--- config.mk ---
export PLATFORM = sky130hd
export DESIGN_NAME = heating_controller_flat
export DESIGN_NICKNAME = d
export VERILOG_FILES = /design/src/rtl/heating_controller_if.sv /design/src/rtl/heating_controller.sv /design/src/flat_wrapper.sv
export SDC_FILE = /design/constraint.sdc
export NUM_CORES = 1
export LEC_CHECK = 0
export CAP_MARGIN = 20
export CORE_UTILIZATION = 46
export CTS_CLUSTER_DIAMETER = 50
export CTS_CLUSTER_SIZE = 10
export DETAILED_ROUTE_END_ITERATION = 12
export GPL_TIMING_DRIVEN = 0
export PLACE_DENSITY_LB_ADDON = 0.1
export SYNTH_ARGS = -nofsm -noshare
export SYNTH_HDL_FRONTEND = slang
export SYNTH_SLANG_ARGS = --single-unit
--- constraint.sdc ---
create_clock -name clk -period 2.6 [get_ports clk]
set_input_delay 0.39 -clock clk [delete_from_list [all_inputs] [get_ports clk]]
set_output_delay 0.39 -clock clk [all_outputs]
set_load 0.01 [all_outputs]
--- src/rtl/heating_controller_if.sv ---
// Sensor-side inputs and heater-side status of the heating controller, bundled as one interface.
interface heating_controller_if #(
   parameter int TEMP_W = 8
);
   logic              tick;
   logic [TEMP_W-1:0] temp;
   logic [TEMP_W-1:0] setpoint;
   logic              presence;
   logic              window;
   logic              ac_cool;
   logic              heat_on;
   logic [1:0]        state;
   logic              inhibit;
   logic [7:0]        heat_starts;

   modport master (
      output tick, temp, setpoint, presence, window, ac_cool,
      input  heat_on, state, inhibit, heat_starts
   );

   modport slave (
      input  tick, temp, setpoint, presence, window, ac_cool,
      output heat_on, state, inhibit, heat_starts
   );
endinterface

--- src/rtl/heating_controller.sv ---
// Room heater sequencer: hysteresis, min on/off times, vacancy hold-off, window/AC interlock.
// Optional frost protection while unoccupied is enabled by defining FROST_PROTECT_EN.
module heating_controller #(
   parameter int TEMP_W        = 8,
   parameter int HYST          = 2,
   parameter int MIN_ON_TICKS  = 5,
   parameter int MIN_OFF_TICKS = 3,
   parameter int VACANCY_TICKS = 10,
   parameter int FROST_TEMP    = 8
) (
   input logic clk,
   input logic rst,
   heating_controller_if.slave hc
);
   typedef enum logic [1:0] {
      IDLE    = 2'b00,
      HEATING = 2'b01,
      LOCKOUT = 2'b10
   } state_t;

`ifdef FROST_PROTECT_EN
   localparam bit FROST_EN = 1'b1;
`else
   localparam bit FROST_EN = 1'b0;
`endif

   localparam int ON_W  = $clog2(MIN_ON_TICKS + 2);
   localparam int OFF_W = $clog2(MIN_OFF_TICKS + 2);
   localparam int VAC_W = $clog2(VACANCY_TICKS + 2);
   localparam int TW1   = TEMP_W + 1;

   localparam logic [ON_W-1:0]   ON_INIT   = ON_W'(MIN_ON_TICKS);
   localparam logic [OFF_W-1:0]  OFF_INIT  = OFF_W'(MIN_OFF_TICKS);
   localparam logic [VAC_W-1:0]  VAC_INIT  = VAC_W'(VACANCY_TICKS);
   localparam logic [ON_W-1:0]   ON_ONE    = ON_W'(1);
   localparam logic [OFF_W-1:0]  OFF_ONE   = OFF_W'(1);
   localparam logic [VAC_W-1:0]  VAC_ONE   = VAC_W'(1);
   localparam logic [TEMP_W-1:0] HYST_T    = TEMP_W'(HYST);
   localparam logic [TW1-1:0]    FROST_ON  = TW1'(FROST_TEMP);
   localparam logic [TW1-1:0]    FROST_OFF = TW1'(FROST_TEMP + HYST);

   state_t            st;
   logic              heat_on_q;
   logic              inhibit_q;
   logic [7:0]        starts_q;
   logic [ON_W-1:0]   on_timer;
   logic [OFF_W-1:0]  off_timer;
   logic [VAC_W-1:0]  vac_timer;

   logic              interlock;
   logic              occupied;
   logic [TEMP_W-1:0] on_thr;
   logic              occ_demand;
   logic              frost_demand;
   logic              demand;
   logic              heat_done;

   // on_thr saturates at 0 so a tiny setpoint never wraps into a huge threshold
   assign on_thr       = (hc.setpoint >= HYST_T) ? (hc.setpoint - HYST_T) : '0;
   assign interlock    = hc.window | hc.ac_cool;
   assign occupied     = hc.presence | (vac_timer != '0);
   assign occ_demand   = occupied & (hc.temp < on_thr);
   assign frost_demand = FROST_EN & ~occupied & ({1'b0, hc.temp} < FROST_ON);
   assign demand       = (occ_demand | frost_demand) & ~interlock;
   assign heat_done    = occupied ? (hc.temp >= hc.setpoint)
                                  : (FROST_EN ? ({1'b0, hc.temp} >= FROST_OFF) : 1'b1);

   always_ff @(posedge clk) begin
      if (rst)
         vac_timer <= '0;
      else if (hc.presence)
         vac_timer <= VAC_INIT;
      else if (hc.tick && vac_timer != '0)
         vac_timer <= vac_timer - VAC_ONE;
   end

   always_ff @(posedge clk) begin
      if (rst) begin
         st        <= IDLE;
         heat_on_q <= 1'b0;
         inhibit_q <= 1'b0;
         starts_q  <= 8'd0;
         on_timer  <= '0;
         off_timer <= '0;
      end else begin
         inhibit_q <= interlock;
         case (st)
            IDLE: begin
               if (demand) begin
                  st        <= HEATING;
                  heat_on_q <= 1'b1;
                  on_timer  <= ON_INIT;
                  starts_q  <= starts_q + 8'd1;
               end
            end
            HEATING: begin
               // interlock overrides the minimum on time
               if (interlock || (on_timer == '0 && heat_done)) begin
                  st        <= LOCKOUT;
                  heat_on_q <= 1'b0;
                  off_timer <= OFF_INIT;
               end else if (hc.tick && on_timer != '0) begin
                  on_timer <= on_timer - ON_ONE;
               end
            end
            LOCKOUT: begin
               if (off_timer == '0)
                  st <= IDLE;
               else if (hc.tick)
                  off_timer <= off_timer - OFF_ONE;
            end
            default: begin
               st        <= IDLE;
               heat_on_q <= 1'b0;
            end
         endcase
      end
   end

   assign hc.heat_on     = heat_on_q;
   assign hc.state       = st;
   assign hc.inhibit     = inhibit_q;
   assign hc.heat_starts = starts_q;
endmodule
--- src/flat_wrapper.sv ---
// flat-port wrapper written by rule: the top's interface ports become plain ports
module heating_controller_flat 
#(
   parameter int TEMP_W        = 8,
   parameter int HYST          = 2,
   parameter int MIN_ON_TICKS  = 5,
   parameter int MIN_OFF_TICKS = 3,
   parameter int VACANCY_TICKS = 10,
   parameter int FROST_TEMP    = 8
)
  (clk, rst, hc_tick, hc_temp, hc_setpoint, hc_presence, hc_window, hc_ac_cool, hc_heat_on, hc_state, hc_inhibit, hc_heat_starts);
  heating_controller_if #(.TEMP_W(TEMP_W)) hc_i ();
  input logic clk;
  input logic rst;
  input wire logic [$bits(hc_i.tick)-1:0] hc_tick;
  input wire logic [$bits(hc_i.temp)-1:0] hc_temp;
  input wire logic [$bits(hc_i.setpoint)-1:0] hc_setpoint;
  input wire logic [$bits(hc_i.presence)-1:0] hc_presence;
  input wire logic [$bits(hc_i.window)-1:0] hc_window;
  input wire logic [$bits(hc_i.ac_cool)-1:0] hc_ac_cool;
  output wire logic [$bits(hc_i.heat_on)-1:0] hc_heat_on;
  output wire logic [$bits(hc_i.state)-1:0] hc_state;
  output wire logic [$bits(hc_i.inhibit)-1:0] hc_inhibit;
  output wire logic [$bits(hc_i.heat_starts)-1:0] hc_heat_starts;
  assign hc_i.tick = hc_tick;
  assign hc_i.temp = hc_temp;
  assign hc_i.setpoint = hc_setpoint;
  assign hc_i.presence = hc_presence;
  assign hc_i.window = hc_window;
  assign hc_i.ac_cool = hc_ac_cool;
  assign hc_heat_on = hc_i.heat_on;
  assign hc_state = hc_i.state;
  assign hc_inhibit = hc_i.inhibit;
  assign hc_heat_starts = hc_i.heat_starts;
  heating_controller #(.TEMP_W(TEMP_W), .HYST(HYST), .MIN_ON_TICKS(MIN_ON_TICKS), .MIN_OFF_TICKS(MIN_OFF_TICKS), .VACANCY_TICKS(VACANCY_TICKS), .FROST_TEMP(FROST_TEMP)) u_core (.clk(clk), .rst(rst), .hc(hc_i));
endmodule
==> results.tsv <==
metric	value	unit
synth warn	0	
hold_sp	rst	
CTS tree	yes	
antenna violations before repair	0	
Int Pwr	0.000628	W
via/cell ratio	5.54	
Avg Cell Area, Syn	8.26	sq um
Switching Power	0.000245	W
final setup skew	0.00322	ns
Final Cell Area	0.00222	sq mm
number of global-route vias before repair	1466	
Routed WL	3850	microns
f_max	376	MHz
Hold Path Sink	u_core.on_timer[2]	
max-slew violations	0	
Die Span Y	60.7	microns
synthesized flop and latch total	22	
CP delay by family, top	simple AND/OR/NAND/NOR gates	
Setup crit end kind	flop	
syn nets	236	
Final TNS setup	-0.0946	ns
P&R area growth vs syn	39.7	%
worst setup margin	-0.0607	ns
cell taking the most area after synthesis	dfxtp_1	
Static Leak	0.865	nW
outcome	finished with violations	
H-Tree Depth	1	
first-pass GRT wire length	6430	microns
count of hold-fix buffers inserted at cts	0	
worst reg2reg startpoint	u_core.vac_timer[0]	
Initial Util	50.3	%
hold slack	0.368	ns
Port-buffer cells	32	
worst endpoint required time	2.86	ns
Main synth FF type	dfxtp_1	
Critical Path, Cell by Cell	clkdlybuf4s50_1 > ha_1 > or4b_1 > a221o_1 > a211o_1 > buf_6 > or4_4 > a21oi_2	
root buf cell	clkbuf_4	
sequential area share after synthesis	27.8	%
Comb pwr share	27.0	%
violated checks	setup timing	
Antenna Nets Post-Route	0	
Area after DPL	0.00202	sq mm
worst skew pair latency	0.32	ns
fin crit period	2.66	ns
proportion of layout cells with a drive suffix above 1	21.5	%
WP data arrival	2.92	ns
RSZ-0062 raised after global routing	true	
CP peak stage delay	0.49	ns
diode count	0	
Core Region	0.00315	sq mm
Max-Slew Margin vs Limit	59.6	%
top-area cell type share of the netlist area	27.8	%
startpoint types	input port	
Worst-Margin Slew	0.601	ns
cell row count	20	
register-to-register setup slack	0.39	ns
TritonCTS Buffers	3	
Post-DP HPWL	2900	microns
Gate Count Post-Synth	192	
crit path buf inv count	2	
Synth area leaders	dfxtp_1 (28%), ha_1 (17%), a21oi_1 (6.0%)	
commonest non-fill, non-tap cell in the layout	clkdlybuf4s50_1	
cells on worst reg2reg path	7	
GR Overflow Total	0	
cell area after synthesis	0.00159	sq mm
final hold violations	0	
CTS Buffer Depth	2	
FF-to-FF End	u_core.off_timer[1]	
largest net degree at the start of global routing	14	
iteration count of the initial detailed-routing pass	4	
drc violations	0	
peak supply drop	0.309	mV
EDFF count, synth	0	
total clock sinks	22	
wire length per cell	13.7	microns
vias	1556	
part of the power in the clock network	31.3	%
switching portion of total power	28.0	%
Max-Cap Viols	0	
clock-pin slew of the registers on the worst-case setup and hold paths	0.13	ns
worst hold path class	input port to flop	
die width	60.7	microns
die footprint	0.00369	sq mm
ys async rst share	0	%
CP Max Fanout	2	
synth unique cells	43	
Final Cycle Share	102	%
Slowest cell on crit path	or4b_1	
nets@finish	282	
commonest cells after routing, fill and taps aside	clkdlybuf4s50_1 (25), dfxtp_1 (22), ha_1 (20)	
Setup Viol. Count Final	2	
initial DRC count	76	
sequential share of power	41.8	%
PwrDens	394	mW/mm^2
gr usage total	23.2	%
type of the worst setup path	input port to flop	
Final GP Congestion	0.782	
hold path cells	2	
io pins	34	
[stage by stage]
| step | setup WS (ns) | cells | util (%) | power, W |
|---|---|---|---|---|
| floorplan | -0.141 | 192 | - | 0.000502 |
| global placement | -0.965 | 268 | 64.0 | 0.000576 |
| detailed placement | -1.07 | 268 | 64.0 | 0.000584 |
| CTS | 0.0177 | 280 | 69.4 | 0.000867 |
| global route | -0.0959 | 281 | 70.3 | 0.000921 |
| finish | -0.0607 | 281 | 70.3 | 0.000872 |
[flip-flops by register name, indices dropped and copies added, names as in the netlist]
register	count
u_core.hc.heat_starts	8
u_core.vac_timer	4
u_core.off_timer	3
u_core.on_timer	3
u_core.hc.state	2
u_core.hc.heat_on	1
u_core.hc.inhibit	1
[metal layers]
metal / track usage [%] / up-vias / wire length, microns
met5: 0 / - / 0
met4: 6.17 / 0 / 31
met3: 3.62 / 5 / 174
met2: 41.0 / 37 / 1900
met1: 29.5 / 724 / 1750
li1: - / 790 / -
[kinds of logic after synthesis]
logic type,Yosys count,share of synthesized area (%)
buffers and inverters,25,6.94
muxes,3,1.97
DFF,22,27.8
AOI/OAI and AO/OA,49,20.7
xor gates and xnor gates,8,4.42
and+or+nand+nor,63,20.9
adders and majority gates,22,17.3
[synthesized netlist by cell type (3+ instances only)]
library cell  number
nor2_1            14
xnor2_1            6
nand2b_1           6
o31ai_1            3
dfxtp_1           22
inv_1             19
ha_1              22
nand3_1            3
a211oi_1           6
nor4_1             3
nand4_1            3
nor3_1             7
nand2_1           13
o21ai_0            5
a21oi_1           19
[repair_timing]
item,4_1_cts,5_1_grt
endpoints found under the setup margin,13,6
buffers inserted,8,1
resized for setup,38,13
pin swaps,7,6
endpoints found under the hold margin,0,0
[power groups by stage]
stage	clock network (W)	registers (W)	logic (W)
final	0.000273	0.000364	0.000235
after global routing	0.000290	0.000367	0.000264
after CTS	0.000273	0.000364	0.000230
after detailed placement	0	0.000371	0.000213
after global placement	0	0.000371	0.000205
after floorplan	0	0.000372	0.000130
[cell type report]
cell class	instances	area, sq um
inverter	19	91.3
multi-input combinational	145	1140
sequential	22	440
clock inverter	1	30.0
fill	260	936
tap	44	55.1
timing repair buffer	41	394
clock buffer	3	22.5
buffer	6	38.8
[worst max-delay path by stage]
stage | slack (ns) | depth (start not counted) | startpoint | to
final | -0.06 | 8 | hc_temp[1] | u_core.hc.heat_starts[5]
after global routing | -0.1 | 12 | hc_setpoint[6] | u_core.hc.heat_starts[5]
after CTS | 0.02 | 11 | hc_setpoint[3] | u_core.hc.heat_starts[7]
after detailed placement | -1.07 | 11 | hc_setpoint[2] | u_core.on_timer[0]
after global placement | -0.97 | 12 | hc_setpoint[2] | u_core.hc.heat_starts[7]
after floorplan | -0.14 | 11 | hc_setpoint[2] | u_core.hc.heat_starts[7]
No activity file was read; power rests on OpenSTA's default activity.
